File: src/rtl/pipeline_stall_controller_pkg.sv
// pipeline_stall_controller_pkg: shared state encodings and control-bundle type for the stall controller.
package pipeline_stall_controller_pkg;

    localparam int CTRL_STATE_W = 2;

    typedef enum logic [CTRL_STATE_W-1:0] {
        ST_INIT     = 2'd0,
        ST_RUN      = 2'd1,
        ST_MD_BUSY  = 2'd2,
        ST_MEM_WAIT = 2'd3
    } state_t;

    typedef struct packed {
        logic pc_write;
        logic if_id_write;
        logic if_id_flush;
        logic id_ex_bubble;
        logic ex_mem_write;
        logic ex_mem_bubble;
        logic mem_wb_write;
    } ctrl_t;

    // Bit order follows ctrl_t: pc, if_id_w, flush, id_ex_bub, ex_mem_w, ex_mem_bub, mem_wb_w
    localparam ctrl_t CTRL_HOLD     = 7'b0000000;
    localparam ctrl_t CTRL_INIT     = 7'b0010000;
    localparam ctrl_t CTRL_RUN      = 7'b1100101;
    localparam ctrl_t CTRL_HAZ      = 7'b0001101;
    localparam ctrl_t CTRL_MD       = 7'b0000011;
    localparam ctrl_t CTRL_REDIRECT = 7'b1110101;

endpackage

File: src/rtl/pipeline_stall_controller_md_watchdog.sv
// md_watchdog: saturating mul/div occupancy counter with a sticky timeout error.
module md_watchdog #(
    parameter int MD_TIMEOUT = 64,
    parameter int MD_CNT_W   = 7
) (
    input  logic clk,
    input  logic rst_n,
    input  logic busy,
    output logic timeout,
    output logic err
);
    logic [MD_CNT_W-1:0] cnt;

    // Fires on the last allowed busy cycle so the exit and the error land on the same edge
    assign timeout = busy && (cnt == MD_CNT_W'(MD_TIMEOUT - 1));

    always_ff @(posedge clk or negedge rst_n) begin
        if (!rst_n) begin
            cnt <= '0;
            err <= 1'b0;
        end else begin
            cnt <= (!busy || timeout) ? '0 : (&cnt) ? cnt : cnt + MD_CNT_W'(1);
            err <= err | timeout;
        end
    end

endmodule

File: src/rtl/pipeline_stall_controller.sv
// pipeline_stall_controller: merges hazard, redirect, mul/div and memory stalls into per-stage enables.
// Optional STALL_PERF_CNT_EN adds saturating per-cause stall-cycle counters.
module pipeline_stall_controller
    import pipeline_stall_controller_pkg::*;
#(
    parameter int MD_TIMEOUT = 64,
    parameter int MD_CNT_W   = 7
) (
    input  logic                    clk,
    input  logic                    rst_n,
    input  logic                    hazard_stall,
    input  logic                    branch_taken,
    input  logic                    imem_ready,
    input  logic                    dmem_req,
    input  logic                    dmem_ready,
    input  logic                    md_start,
    input  logic                    md_done,
    output logic                    pc_write,
    output logic                    if_id_write,
    output logic                    if_id_flush,
    output logic                    id_ex_bubble,
    output logic                    ex_mem_write,
    output logic                    ex_mem_bubble,
    output logic                    mem_wb_write,
    output logic                    md_timeout_err,
    output logic [CTRL_STATE_W-1:0] ctrl_state
`ifdef STALL_PERF_CNT_EN
    ,
    output logic [31:0]             perf_hazard_cycles,
    output logic [31:0]             perf_md_cycles,
    output logic [31:0]             perf_mem_cycles
`endif
);
    state_t state, state_nx;
    ctrl_t  ctrl;
    logic   redirect_pending, md_timeout;
    logic   run_like, dmem_wait, md_start_eff, mem_win, md_win, hz_win, rd_win;

    // The releasing cycle of MEM_WAIT or MD_BUSY is decoded exactly like RUN
    assign run_like     = (state == ST_RUN) || (state == ST_MEM_WAIT && dmem_ready) || (state == ST_MD_BUSY && md_done);
    assign dmem_wait    = dmem_req && !dmem_ready;
    assign md_start_eff = md_start && state != ST_MD_BUSY;
    assign mem_win      = (run_like && (dmem_wait || !imem_ready)) || (state == ST_MEM_WAIT && !dmem_ready);
    assign md_win       = !mem_win && ((run_like && md_start_eff && !md_done) || (state == ST_MD_BUSY && !md_done));
    assign hz_win       = run_like && !mem_win && !md_win && hazard_stall;
    assign rd_win       = run_like && !mem_win && !md_win && !hazard_stall && (branch_taken || redirect_pending);

    always_comb begin
        ctrl = state == ST_INIT ? CTRL_INIT : mem_win ? CTRL_HOLD : md_win ? CTRL_MD :
               hz_win ? CTRL_HAZ : rd_win ? CTRL_REDIRECT : CTRL_RUN;
        if (!rst_n) ctrl = CTRL_HOLD;
    end

    always_comb begin
        state_nx = state == ST_INIT ? ST_RUN :
                   run_like ? (dmem_wait ? ST_MEM_WAIT : md_win ? ST_MD_BUSY : ST_RUN) :
                   (state == ST_MD_BUSY && md_timeout) ? ST_RUN : state;
    end

    always_ff @(posedge clk or negedge rst_n) begin
        if (!rst_n) begin
            state            <= ST_INIT;
            redirect_pending <= 1'b0;
        end else begin
            state            <= state_nx;
            redirect_pending <= (redirect_pending || (branch_taken && (mem_win || md_win))) && !ctrl.if_id_flush;
        end
    end

    md_watchdog #(.MD_TIMEOUT(MD_TIMEOUT), .MD_CNT_W(MD_CNT_W)) u_md_watchdog (
        .clk    (clk),
        .rst_n  (rst_n),
        .busy   (state == ST_MD_BUSY && !md_done),
        .timeout(md_timeout),
        .err    (md_timeout_err)
    );

    assign pc_write      = ctrl.pc_write;
    assign if_id_write   = ctrl.if_id_write;
    assign if_id_flush   = ctrl.if_id_flush;
    assign id_ex_bubble  = ctrl.id_ex_bubble;
    assign ex_mem_write  = ctrl.ex_mem_write;
    assign ex_mem_bubble = ctrl.ex_mem_bubble;
    assign mem_wb_write  = ctrl.mem_wb_write;
    assign ctrl_state    = state;

`ifdef STALL_PERF_CNT_EN
    always_ff @(posedge clk or negedge rst_n) begin
        if (!rst_n) begin
            perf_hazard_cycles <= '0;
            perf_md_cycles     <= '0;
            perf_mem_cycles    <= '0;
        end else begin
            if (hz_win && perf_hazard_cycles != '1) perf_hazard_cycles <= perf_hazard_cycles + 32'd1;
            if (md_win && perf_md_cycles != '1) perf_md_cycles <= perf_md_cycles + 32'd1;
            if (mem_win && perf_mem_cycles != '1) perf_mem_cycles <= perf_mem_cycles + 32'd1;
        end
    end
`endif

endmodule

File: config.mk
export PLATFORM = sky130hd
export DESIGN_NAME = pipeline_stall_controller
export DESIGN_NICKNAME = d
export VERILOG_FILES = /design/src/rtl/pipeline_stall_controller_pkg.sv /design/src/rtl/pipeline_stall_controller_md_watchdog.sv /design/src/rtl/pipeline_stall_controller.sv
export SDC_FILE = /design/constraint.sdc
export NUM_CORES = 1
export LEC_CHECK = 0
export ABC_AREA = 1
export CORE_MARGIN = 3
export CORE_UTILIZATION = 52
export CTS_BUF_LIST = sky130_fd_sc_hd__clkbuf_8
export CTS_CLUSTER_DIAMETER = 40
export CTS_CLUSTER_SIZE = 30
export DETAILED_ROUTE_END_ITERATION = 7
export PLACE_DENSITY = 0.83
export SLEW_MARGIN = 30
export SYNTH_ARGS = -nofsm -noshare
export SYNTH_HDL_FRONTEND = slang
export SYNTH_HIERARCHICAL = 1
export SYNTH_SLANG_ARGS = --single-unit
export TNS_END_PERCENT = 50
File: constraint.sdc
create_clock -name clk -period 3.1 [get_ports clk]
set_input_delay 0.465 -clock clk [delete_from_list [all_inputs] [get_ports clk]]
set_output_delay 0.465 -clock clk [all_outputs]
set_load 0.005 [all_outputs]
==> results by group, run 1 <==
Pwr
  • Clock power frac: 0.340
  • Pwr per Cell Area: about 380 nW/um^2
  • Internal: ~290 uW
  • Lkg Pwr: 0.000524 uW
  • Seq pwr share: 0.408
  • Max VDD drop: 0.000375 V
  • Switching share of total power: 0.275
  • Switching pwr: 109 uW
  • Comb power frac: 0.252

Global route
  • Met3 Use GR: 0.0757
  • Met1 Usage GRT: 0.236
  • Initial antenna violation count: 0
  • Vias in the first global route: a little over 700
  • Met2 GRT Util: 0.322
  • GRT busiest layer: met2
  • First-pass GRT wire length: ~2800 um
  • GRT Resource Usage Total: 0.193
  • Largest net degree at the start of global routing: 13
  • Overflow after GRT: 0

Critical path
  • Crit path DAT: between 2 and 2.5 ns
  • Required time of the critical path: 2.63 ns
  • Setup CP Type: input port to output port
  • R2r worst-path depth: 9
  • Setup crit start kind: input port
  • Crit Path Max Fanout: 4
  • Critical path endpoint category: output port
  • R2R setup slack: 1.56 ns

Logic synthesis
  • Synth unique cells: 25
  • Seq cells post-synth: 11
  • Mapped Cells: 104
  • Synth top area cells: dfrtp_1, nand2_1, inv_1, nand2_4, nor2_1
  • Post-synthesis sequential area ratio: 0.348
  • Synth top area share: 0.348
  • Syn nets: 114
  • Mapped Area: 792 sq um
  • Syn avg cell area: 7.62 sq um
  • Dominant cell type by area after synthesis: dfrtp_1
  • Syn. warnings: 6

Floorplan
  • Starting Density: 0.580
  • Die area: 2030 sq um
  • Core ar.: 1370 sq um
  • Rows: 13
  • Ports: 19
  • Die Span Y: 45.0 um
  • Die X: between 40 and 50 um

Cells and area
  • Sequential Area: 275 sq um
  • Number of diodes: 0
  • Area of the multi-input gates: roughly 430 sq um
  • Leading cell type in the layout, fill and taps excluded: nand2_1
  • Most frequent cells in the layout: nand2_1, clkdlybuf4s50_1, inv_1, nor2_1, dfrtp_1
  • Fin util: 0.758
  • Fin area: 1040 sq um
  • Share of cells above drive strength 1: 0.206
  • Synthesis-to-layout area growth: 30.8%
  • FILL cells: 99
  • Fin nets: 137

Clocking
  • Skew-Pair Late Insertion Delay: 0.23 ns
  • CTS Hold Buffers Added: 0
  • CTS tree: yes
  • PostCTS Resize Cnt: 0
  • Max clock buf depth: 2
  • Root buf cell: clkbuf_8
  • Post-CTS setup buffer count: 0
  • TritonCTS Buffers: 3
  • CTS H-tree depth: 1
  • CTS clk-pin slew, worst paths: ~0.040 ns
  • Clock Sinks: 11

Routing
  • Drt via density: 4.91
  • Pre-antenna DRT Iters: 4
  • Routed WL per cell: 11.3 um
  • Routed Antenna Nets: 0
  • Final WL: 1600 um
  • Total number of vias: slightly below 700
  • 1st-iter DRT viols: 24
  • Drc violations: 0

Placement
  • RD Place Congestion: 0.790
  • Dpl cell area: 991 sq um
  • Port buffer count: 18
  • Hpwl dp: 1260 um

STA
  • RSZ-0062 raised after global routing: false
  • Min cycle time layout: 2.67 ns
  • Setup violators final: 0
  • Final period util: 0.861
  • Worst Skew: 0.00425 ns
  • Setup TNS: 0 ns
  • Hold Fails Final Rpt: 0
  • Max-slew violations: 0
  • Slew HR: 0.850
  • Worst hold slack: ~0.47 ns
  • Worst-Margin Slew: 0.224 ns
  • Max Clock Freq: 375 MHz

Worst hold path
  • Hold path depth: 1
  • Hold Crit Class: flop to flop

Outcome
  • Outcome: finished clean

Flow run
  • Count of maximum capacitance violations: 0
cell type report:
class,instances,share of cell area
well taps,15,0.0181
inverters,20,0.0725
clock buffers,3,0.0399
multi-input cells,72,0.419
repair buffers,19,0.181
flip-flops and latches,11,0.266
clock inverters,1,0.00362
path summary, 6_finish.rpt:
path / endpoint / start
min in group asynchronous: u_md_watchdog/cnt[3]$_DFFE_PN0P_ / rst_n
min: u_md_watchdog/err$_DFF_PN0_ / u_md_watchdog/err$_DFF_PN0_
max reg2reg: ctrl_state[0]$_DFFE_PN0P_ / ctrl_state[0]$_DFFE_PN0P_
max: pc_write / md_done
max in group asynchronous: ctrl_state[0]$_DFFE_PN0P_ / rst_n
min reg2reg: u_md_watchdog/err$_DFF_PN0_ / u_md_watchdog/err$_DFF_PN0_
Yosys cell counts:
cell,count
o21ai_0,1
nand3_1,5
nand2_1,23
a21oi_2,1
nand3_4,1
nand2_2,4
a21oi_4,1
o22ai_1,1
nand2_4,4
nor2_1,11
nor3_1,1
nor2_4,3
nor3b_2,1
buf_4,1
dfrtp_1,11
or2_1,1
o21ai_1,3
ha_1,1
inv_1,16
xnor2_1,1
inv_2,4
a21oi_1,4
o21bai_1,1
nand4_1,1
nand3_2,3
routing by layer:
layer | wire length [um] | part of all wire | up-vias
li1 | - | - | 367
met1 | 730 | 0.46 | 312
met3 | 78 | 0.049 | 0
met4 | 0 | 0 | 0
met2 | 786 | 0.49 | 13
met5 | 0 | 0 | -
logic make-up after synthesis:
| kind of cell | after synthesis | synth area share |
|---|---|---|
| AOI/OAI and AO/OA | 12 | 0.0995 |
| xor gates and xnor gates | 1 | 0.0111 |
| adders and majority gates | 1 | 0.0158 |
| buffers and inverters | 21 | 0.104 |
| DFF | 11 | 0.348 |
| and+or+nand+nor | 58 | 0.422 |
registers in the layout, indices dropped and copies added (netlist names):
signal / flops
redirect_pending: 1
u_md_watchdog/err: 1
ctrl_state: 2
u_md_watchdog/cnt: 7
worst max-delay path, cell delays in order:
cell             delay (ns)
clkdlybuf4s50_1        0.50
nand2_1                0.09
nand2_4                0.10
nand4_1                0.09
inv_1                  0.13
nand2_2                0.09
nor3_1                 0.19
clkdlybuf4s50_1        0.55
through the flow:
stage	total power [uW]	std cells	worst slack, ns
after floorplan	219	104	1.32
after global placement	262	137	0.467
after detailed placement	264	137	0.424
after CTS	403	141	0.432
after global routing	421	141	0.286
final	395	141	0.431
power groups by stage:
stage	registers, uW	logic (uW)	clock network (uW)
detailed placement	163	100	0
global route	162	110	149
CTS	161	101	140
floorplan	162	56.8	0
finish	161	99.5	135
global placement	163	98.5	0
Note: power is estimated with default switching activity, not from simulation.
==> run 2: changes to the inputs <==
--- a/config.mk
+++ b/config.mk
@@ -13,7 +13,7 @@
 export CTS_CLUSTER_SIZE = 30
 export DETAILED_ROUTE_END_ITERATION = 7
 export PLACE_DENSITY = 0.83
-export SLEW_MARGIN = 30
+export SLEW_MARGIN = 0
 export SYNTH_ARGS = -nofsm -noshare
 export SYNTH_HDL_FRONTEND = slang
 export SYNTH_HIERARCHICAL = 1
==> results of run 2 <==
Final layout, timing and power as in run 1 (identical DEF).
